File: config.mk
export PLATFORM = sky130hd
export DESIGN_NAME = morse_key_decoder
export DESIGN_NICKNAME = d
export VERILOG_FILES = /design/src/rtl/morse_key_decoder.sv
export SDC_FILE = /design/constraint.sdc
export NUM_CORES = 1
export LEC_CHECK = 0
export ABC_AREA = 0
export CAP_MARGIN = 5
export CORE_ASPECT_RATIO = 1.4
export CORE_MARGIN = 1
export CORE_UTILIZATION = 62
export CTS_BUF_LIST = sky130_fd_sc_hd__clkbuf_2
export DETAILED_ROUTE_END_ITERATION = 8
export GPL_ROUTABILITY_DRIVEN = 0
export PLACE_DENSITY = 0.82
export SYNTH_ARGS = -nofsm -noshare
export SYNTH_HDL_FRONTEND = slang
export SYNTH_SLANG_ARGS = --single-unit
File: constraint.sdc
create_clock -name board_clk -period 2.5 [get_ports board_clk]
set_input_delay 0.625 -clock board_clk [delete_from_list [all_inputs] [get_ports board_clk]]
set_output_delay 0.625 -clock board_clk [all_outputs]
set_load 0.1 [all_outputs]
File: src/rtl/morse_key_decoder.sv
// morse_key_decoder: input front end of the Morse decoder.
// Synchronizes and debounces the raw key, times each press as a dot or a
// dash, collects up to five symbols and, after an inter-letter gap, emits
// the decoded letter (0 = A .. 25 = Z, 31 = blank/invalid) with a
// one-cycle strobe.
module morse_key_decoder #(
  parameter int TICK_DIV         = 100000,
  parameter int DEBOUNCE_TICKS   = 10,
  parameter int DOT_MAX_TICKS    = 200,
  parameter int LETTER_GAP_TICKS = 600
) (
  input  logic       board_clk,
  input  logic       reset,
  input  logic       key_in,
  output logic [4:0] LETTER,
  output logic       letter_valid,
  output logic [2:0] sym_count,
  output logic       key_db
);

  localparam int DIV_W   = (TICK_DIV > 1) ? $clog2(TICK_DIV) : 1;
  localparam int DB_W    = $clog2(DEBOUNCE_TICKS + 1);
  localparam int DUR_MAX = (DOT_MAX_TICKS > LETTER_GAP_TICKS) ? DOT_MAX_TICKS : LETTER_GAP_TICKS;
  localparam int DUR_W   = $clog2(DUR_MAX + 1);

  localparam logic [DIV_W-1:0] DIV_LAST  = DIV_W'(TICK_DIV - 1);
  localparam logic [DB_W-1:0]  DB_LIMIT  = DB_W'(DEBOUNCE_TICKS);
  localparam logic [DUR_W-1:0] DOT_LIMIT = DUR_W'(DOT_MAX_TICKS);
  localparam logic [DUR_W-1:0] GAP_LIMIT = DUR_W'(LETTER_GAP_TICKS);

  localparam logic [1:0] IDLE  = 2'd0;
  localparam logic [1:0] PRESS = 2'd1;
  localparam logic [1:0] GAP   = 2'd2;
  localparam logic [1:0] EMIT  = 2'd3;

  logic [1:0]       sync_q, sync_d;
  logic [DIV_W-1:0] divCnt_q, divCnt_d;
  logic             tick;
  logic [DB_W-1:0]  dbCnt_q, dbCnt_d;
  logic             keyDb_q, keyDb_d;
  logic [1:0]       state_q, state_d;
  logic [DUR_W-1:0] dur_q, dur_d;
  logic [3:0]       symBits_q, symBits_d;
  logic [2:0]       symCount_q, symCount_d;
  logic [4:0]       letter_q, letter_d;

  // Translates symbol count plus collected bits (first symbol highest, dash = 1)
  // into a letter index; anything unassigned or overflowed decodes to blank.
  function automatic logic [4:0] lookup(input logic [2:0] n, input logic [3:0] b);
    logic [4:0] r;
    r = 5'd31;
    case ({n, b})
      7'b001_0000: r = 5'd4;
      7'b001_0001: r = 5'd19;
      7'b010_0000: r = 5'd8;
      7'b010_0001: r = 5'd0;
      7'b010_0010: r = 5'd13;
      7'b010_0011: r = 5'd12;
      7'b011_0000: r = 5'd18;
      7'b011_0001: r = 5'd20;
      7'b011_0010: r = 5'd17;
      7'b011_0011: r = 5'd22;
      7'b011_0100: r = 5'd3;
      7'b011_0101: r = 5'd10;
      7'b011_0110: r = 5'd6;
      7'b011_0111: r = 5'd14;
      7'b100_0000: r = 5'd7;
      7'b100_0001: r = 5'd21;
      7'b100_0010: r = 5'd5;
      7'b100_0100: r = 5'd11;
      7'b100_0110: r = 5'd15;
      7'b100_0111: r = 5'd9;
      7'b100_1000: r = 5'd1;
      7'b100_1001: r = 5'd23;
      7'b100_1010: r = 5'd2;
      7'b100_1011: r = 5'd24;
      7'b100_1100: r = 5'd25;
      7'b100_1101: r = 5'd16;
      default:     r = 5'd31;
    endcase
    return r;
  endfunction

  assign tick = (divCnt_q == DIV_LAST);

  // Next state for the synchronizer, the tick divider and the debouncer.
  always_comb begin
    sync_d   = {sync_q[0], key_in};
    divCnt_d = tick ? '0 : divCnt_q + DIV_W'(1);
    dbCnt_d  = dbCnt_q;
    keyDb_d  = keyDb_q;
    if (sync_q[1] == keyDb_q) begin
      dbCnt_d = '0;
    end else if (dbCnt_q == DB_LIMIT) begin
      keyDb_d = ~keyDb_q;
      dbCnt_d = '0;
    end else if (tick) begin
      dbCnt_d = dbCnt_q + DB_W'(1);
    end
  end

  // Registers the front end: synchronizer, divider and debounced key level.
  always_ff @(posedge board_clk or posedge reset) begin
    if (reset) begin
      sync_q   <= '0;
      divCnt_q <= '0;
      dbCnt_q  <= '0;
      keyDb_q  <= 1'b0;
    end else begin
      sync_q   <= sync_d;
      divCnt_q <= divCnt_d;
      dbCnt_q  <= dbCnt_d;
      keyDb_q  <= keyDb_d;
    end
  end

  // Press/gap timing, symbol collection and letter decode at the gap.
  always_comb begin
    state_d    = state_q;
    dur_d      = dur_q;
    symBits_d  = symBits_q;
    symCount_d = symCount_q;
    letter_d   = letter_q;
    case (state_q)
      IDLE: begin
        dur_d = '0;
        if (keyDb_q) state_d = PRESS;
      end
      PRESS: begin
        if (!keyDb_q) begin
          if (symCount_q < 3'd4) symBits_d = {symBits_q[2:0], (dur_q >= DOT_LIMIT)};
          if (symCount_q < 3'd5) symCount_d = symCount_q + 3'd1;
          dur_d   = '0;
          state_d = GAP;
        end else if (tick && (dur_q < DOT_LIMIT)) begin
          dur_d = dur_q + DUR_W'(1);
        end
      end
      GAP: begin
        if (dur_q == GAP_LIMIT) begin
          letter_d   = lookup(symCount_q, symBits_q);
          symBits_d  = '0;
          symCount_d = '0;
          dur_d      = '0;
          state_d    = EMIT;
        end else if (keyDb_q) begin
          dur_d   = '0;
          state_d = PRESS;
        end else if (tick) begin
          dur_d = dur_q + DUR_W'(1);
        end
      end
      EMIT: begin
        dur_d   = '0;
        state_d = IDLE;
      end
      default: begin
        dur_d   = '0;
        state_d = IDLE;
      end
    endcase
  end

  // Registers the decoder state; the letter register holds until the next strobe.
  always_ff @(posedge board_clk or posedge reset) begin
    if (reset) begin
      state_q    <= IDLE;
      dur_q      <= '0;
      symBits_q  <= '0;
      symCount_q <= '0;
      letter_q   <= 5'd31;
    end else begin
      state_q    <= state_d;
      dur_q      <= dur_d;
      symBits_q  <= symBits_d;
      symCount_q <= symCount_d;
      letter_q   <= letter_d;
    end
  end

  assign LETTER       = letter_q;
  assign letter_valid = (state_q == EMIT);
  assign sym_count    = symCount_q;
  assign key_db       = keyDb_q;

endmodule

* Yosys cells after proc, flatten, opt, wreduce, memory -nomap -nowiden
Memories as Yosys holds them, arrays and structs flattened. A register that Yosys moved wholly into a read port is not among the register bits.
Cells that the tools add are included.
** Storage, ports and cells
- Word-level logic and storage cells :: 64
- Register bits :: 43
- Memory bits (read-only) :: 640
- Memories kept :: 1
- Output and inout bits :: 10
- Input bits :: 3
** Memory list
- (name not given) :: depth 128, bits a word 5, read ports 1, clocked after memory_dff 1, wr ports 0, RTL line 52 : case ({n, b})
** Operators by class
- Order comparisons :: 4
- Bitwise operators :: 2
- Add/sub/neg operators :: 4
- Multiplexer cells :: 22
- Reduce and logical (&&, ||, !) cells :: 10
- Equality and inequality tests :: 13
** Operator list (count)
- two-way mux 10 bit :: 5
- one-hot mux 10 bit (3 select lines) :: 1
- two-way mux 4 bit :: 6
- adder 17 x 1 -> 17 bit, second input constant :: 1
- == test 17 bit, second input constant :: 1
- two-way mux 17 bit :: 1
- adder 10 x 1 -> 10 bit, second input constant :: 1
- == test 10 bit, second input constant :: 1
- greater-or-equal comparator 10 x 8 -> 1 bit, second input constant :: 1
- < comparator 10 x 8 -> 1 bit, second input constant :: 1
- two-way mux 3 bit :: 3
- != test 2 bit, second input constant :: 4
- one-hot mux 2 bit (4 select lines) :: 1
- one-hot mux 4 bit (2 select lines) :: 1
- AND reduction 4 bit :: 2
- < comparator 3 bit, second input constant :: 2
- two-way mux 2 bit :: 3
- one-hot mux 3 bit (2 select lines) :: 1
- AND reduction 2 bit :: 3
- adder 4 x 1 -> 4 bit, second input constant :: 1
- == test 2 bit, second input constant :: 2
- == test 4 bit, second input constant :: 1
- != test 4 bit, second input constant :: 1
- adder 3 x 1 -> 3 bit, second input constant :: 1
- other kinds (9) :: 10

* Logic depth before layout (Yosys ltp)
- Depth after elaboration :: 5
- Mapped depth :: 8
- Mapped depth without buffers :: 7

* Least setup slack after synthesis
Ideal clock, no wire load.
- Path type :: register -> register
- Start :: register keyDb_q, in the netlist key_db
- End :: register dur_q[2]
- Arrival :: 2.066 ns
- Path buffers :: 0
- Clock period less this slack :: 2.198 ns
- Required time :: 2.368 ns
- Path slack :: 0.302 ns
- Library setup time :: 0.132 ns
- Stages on the path, launching flop included :: 6
- Cells stage by stage :: dfrtp_1 nand3b_1 a21oi_1 nand3b_1 xor2_1 nor2_1
** On the way
- Cells in the longest elaborated chain, start to end :: 3
- Elaborated cells on any way between the ends :: 7
- Those cells by class :: 2 x eq/ne; 4 x mux; 1 x reduce/logical
** Ends and longest elaborated chain
- start: declaration :: RTL line 40 : logic keyDb_q, keyDb_d;
- start signal: assignment :: RTL line 113 : keyDb_q <= keyDb_d;
- two-way mux 10 bit :: RTL line 146 : end else if (keyDb_q) begin
- two-way mux 10 bit :: RTL line 140 : if (dur_q == GAP_LIMIT) begin
- one-hot mux 10 bit (3 select lines) :: RTL line 124 : case (state_q)
- end signal: assignment :: RTL line 174 : dur_q <= dur_d;
- end: declaration :: RTL line 42 : logic [DUR_W-1:0] dur_q, dur_d;
Several ways; a longest one is shown, not always the timed one.
A chain may end at the register's enable or synchronous reset.

* Worst setup path in the final report
- Start :: register symCount_q[1], in the netlist sym_count[1]
- End :: output port sym_count[1]
** RTL lines
- start: declaration :: RTL line 44 : logic [2:0] symCount_q, symCount_d;
- start signal: assignment :: RTL line 176 : symCount_q <= symCount_d;
- end: declaration :: RTL line 17 : output logic [2:0] sym_count,
No word-level cell between the ends.

==> metrics.md <==
| Metric | Value |
|---|---|
| Diode count | `0` |
| Most frequent cells in the layout | `43 x dfrtp_1, 30 x nor2_1, 25 x nand2_1, 19 x xnor2_1, 15 x buf_4` |
| Max stage delay on crit path | `0.74 ns` |
| Period utilization | `between 80% and 90%` |
| I/O pin cnt | `13` |
| Vias per cell | `6.02` |
| Initial antenna violation count | `0` |
| Seq/Total Area, Yosys | `45.4%` |
| Unrepaired setup endpoints after global routing | `false` |
| FF-to-FF setup slack | `0.31 ns` |
| Critical Path RT | `1.88 ns` |
| Failing checks | `DRC` |
| Clock latency on the worst-skew pair | `0.45 ns` |
| Die Area | `0.00456 mm²` |
| Global-route total usage across every layer | `around a quarter` |
| Die height | `79.5 µm` |
| Minimum clock period | `2.21 ns` |
| Worst reg2reg path endpoint | `symBits_q[3]` |
| Final Max Slew Viols | `0` |
| Worst R2R Start | `dur_q[5]` |
| Worst hold path type | `reg -> reg` |
| Core area | `0.00402 mm²` |
| Buffers on Ports | `12` |
| Critical path class | `reg -> out` |
| Final hold violation count | `0` |
| Top-area cell type share of the netlist area | `40.4%` |
| Commonest non-fill, non-tap cell in the layout | `dfrtp_1` |
| Crit path launch type | `flop` |
| Total Nets Final | `between 300 and 400` |
| Clock-pin slew on the worst setup and hold paths | `0.24 ns` |
| Clock skew | `approximately 0.026 ns` |
| Post-CTS setup buffers | `0` |
| Outcome | `finished, violations left` |
| Worst path cell trace | `buf_4` |
| Area leader, netlist | `dfrtp_1` |
| DRC Markers | `2` |
| Post-synth EDFFs | `0` |
| Resize count post-CTS | `0` |
| Initial core utilization | `66.2%` |
| Synthesized area | `approximately 0.0027 mm²` |
| Global-route wire length before repair | `about 8800 µm` |
| WHS Endpoint | `sync_q[1]` |
| TritonCTS clock tree | `built` |
| Fmax | `453 MHz` |
| Yosys cell types | `46` |
| Dpl hpwl | `3760 µm` |
| Largest net degree at the start of global routing | `30` |
| DRT Wirelength | `roughly 5200 µm` |
| Yosys synthesis warning count | `0` |
| Cells after synthesis | `about 280` |
| Avg WL per Cell | `approximately 15 µm` |
| Final Setup Violations | `0` |
| Ratio of cells with drive above 1 in the final layout | `12.1%` |
| Area Growth Syn to Fin | `7.48%` |
| PD cells | `392 mW/mm²` |
| Async set-reset flop share out of synthesis | `100%` |
| Final core utilization | `just over 70%` |
| Pre-antenna DRT Iters | `6` |
| Hold wc startpoint | `sync_q[0]` |
| # rows | `27` |
| Flops & latches, synth | `48` |
| Crit Path Max Fanout | `17` |
| Vias in the first global route | `1911` |
| Placed inst area | `0.00282 mm²` |
| Max Cap Viol | `0` |
| Worst Path Arrival | `1.58 ns` |
| Via count | `2006` |
| Worst setup EP type | `output pin` |
| Dominant cells by area after synthesis | `dfrtp_1 40%, xnor2_1 6.3%, ha_1 6.1%` |
| Setup tns final | `0 ns` |
| Avg Cell Area, Syn | `a little under 10 µm²` |
| CTS Sinks | `48` |
| Post-DRT Antenna Nets | `0` |
| CP bufs+invs | `1` |
| Total CTS buffers | `5` |
| Design Power | `1.12 mW` |
| Chip Width | `57.4 µm` |
| PnR worst setup slack | `between 0.2 and 0.3 ns` |
| Design Area, Final | `0.00286 mm²` |
| Syn_nets | `just under 300` |
| Drt first-iter violations | `between 100 and 150` |
| Slowest cell on the critical path | `dfrtp_1` |
| Slew headroom | `55.1%` |
| Pre-CTS setup slack | `0.302 ns` |
| H-tree levels | `2` |
| Max VDD drop | `0.395 mV` |
| Bufs on Longest Clock Path | `2` |
| Worst Reg-to-Reg Cells | `5` |
| Most used DFF post-synth | `dfrtp_1` |
| Root Driver | `clkbuf_2` |
| Slew at the pin closest to its max-slew limit | `0.669 ns` |
| Crit path max-delay family | `flip-flops` |
| Cells on Worst Hold Path | `0` |
| Leak | `1.21 nW` |
| Remaining Overflow, GRT | `0` |
| Hold buffers post-CTS | `0` |
-- sequential cells by signal, summed over array words and instances (netlist names) --
register	flops
LETTER	5
dbCnt_q	4
divCnt_q	17
dur_q	10
key_db	1
state_q	2
symBits_q	4
sym_count	3
sync_q	2
-- cells in the mapped netlist (2+ instances only) --
cell type	number
and4_1	3
nand3_1	9
nand2_1	25
nor3_1	7
ha_1	13
mux2_2	2
nor4_1	4
o21ai_0	10
dfrtp_1	43
a22oi_1	2
clkbuf_1	12
mux2i_1	2
a211oi_1	2
and2_1	2
nand4_1	8
xnor2_1	19
nand3b_1	5
and3_1	2
o22ai_1	3
o2bb2ai_1	2
nor4b_1	2
nor2_1	30
a22o_1	5
dfstp_2	5
inv_1	10
a21oi_1	14
nand2b_1	6
xor2_1	9
nor3b_1	2
o32ai_1	3
-- routing by layer --
layer	vias to the layer above	track usage [%]	wire length (µm)
li1	994	-	-
met3	11	4.54	140
met1	967	28.9	2130
met4	0	10.5	129
met2	34	46.3	2750
met5	-	0	0
-- stage by stage --
step	hold WS, ns	cells
after floorplan	0.331	277
after global placement	0.334	325
after detailed placement	0.350	325
after CTS	0.397	333
after global routing	0.425	333
final	0.394	333
-- layout make-up --
cell class	instances	area [µm²]
multi-input combinational	206	1370
sequential	48	1210
fill	310	1160
timing repair buffer	18	153
tap	43	53.8
inverter	10	37.5
clock buffer	6	30.0
clock inverter	2	11.3
-- kinds of logic after synthesis --
logic type	share of synthesized area, %
mux	1.60
buf+inv	3.24
compound gates	12.4
fa+ha+maj	6.11
simple gates	22.1
xor+xnor	9.22
flops	45.4
-- how the worst max path moves through the flow --
stage,to,start,cells after the start
after global routing,dur_q[7],divCnt_q[14],6
after floorplan,dur_q[2],key_db,5
after CTS,sym_count[1],sym_count[1],1
after global placement,symBits_q[2],dur_q[5],5
final,sym_count[1],sym_count[1],1
after detailed placement,symBits_q[0],dur_q[5],5
-- power breakdown --
group          internal (mW)  switching [mW]
logic                0.00651          0.0168
clock network         0.0695           0.248
registers              0.780        0.000865
Note: power is estimated with default switching activity, not from simulation.
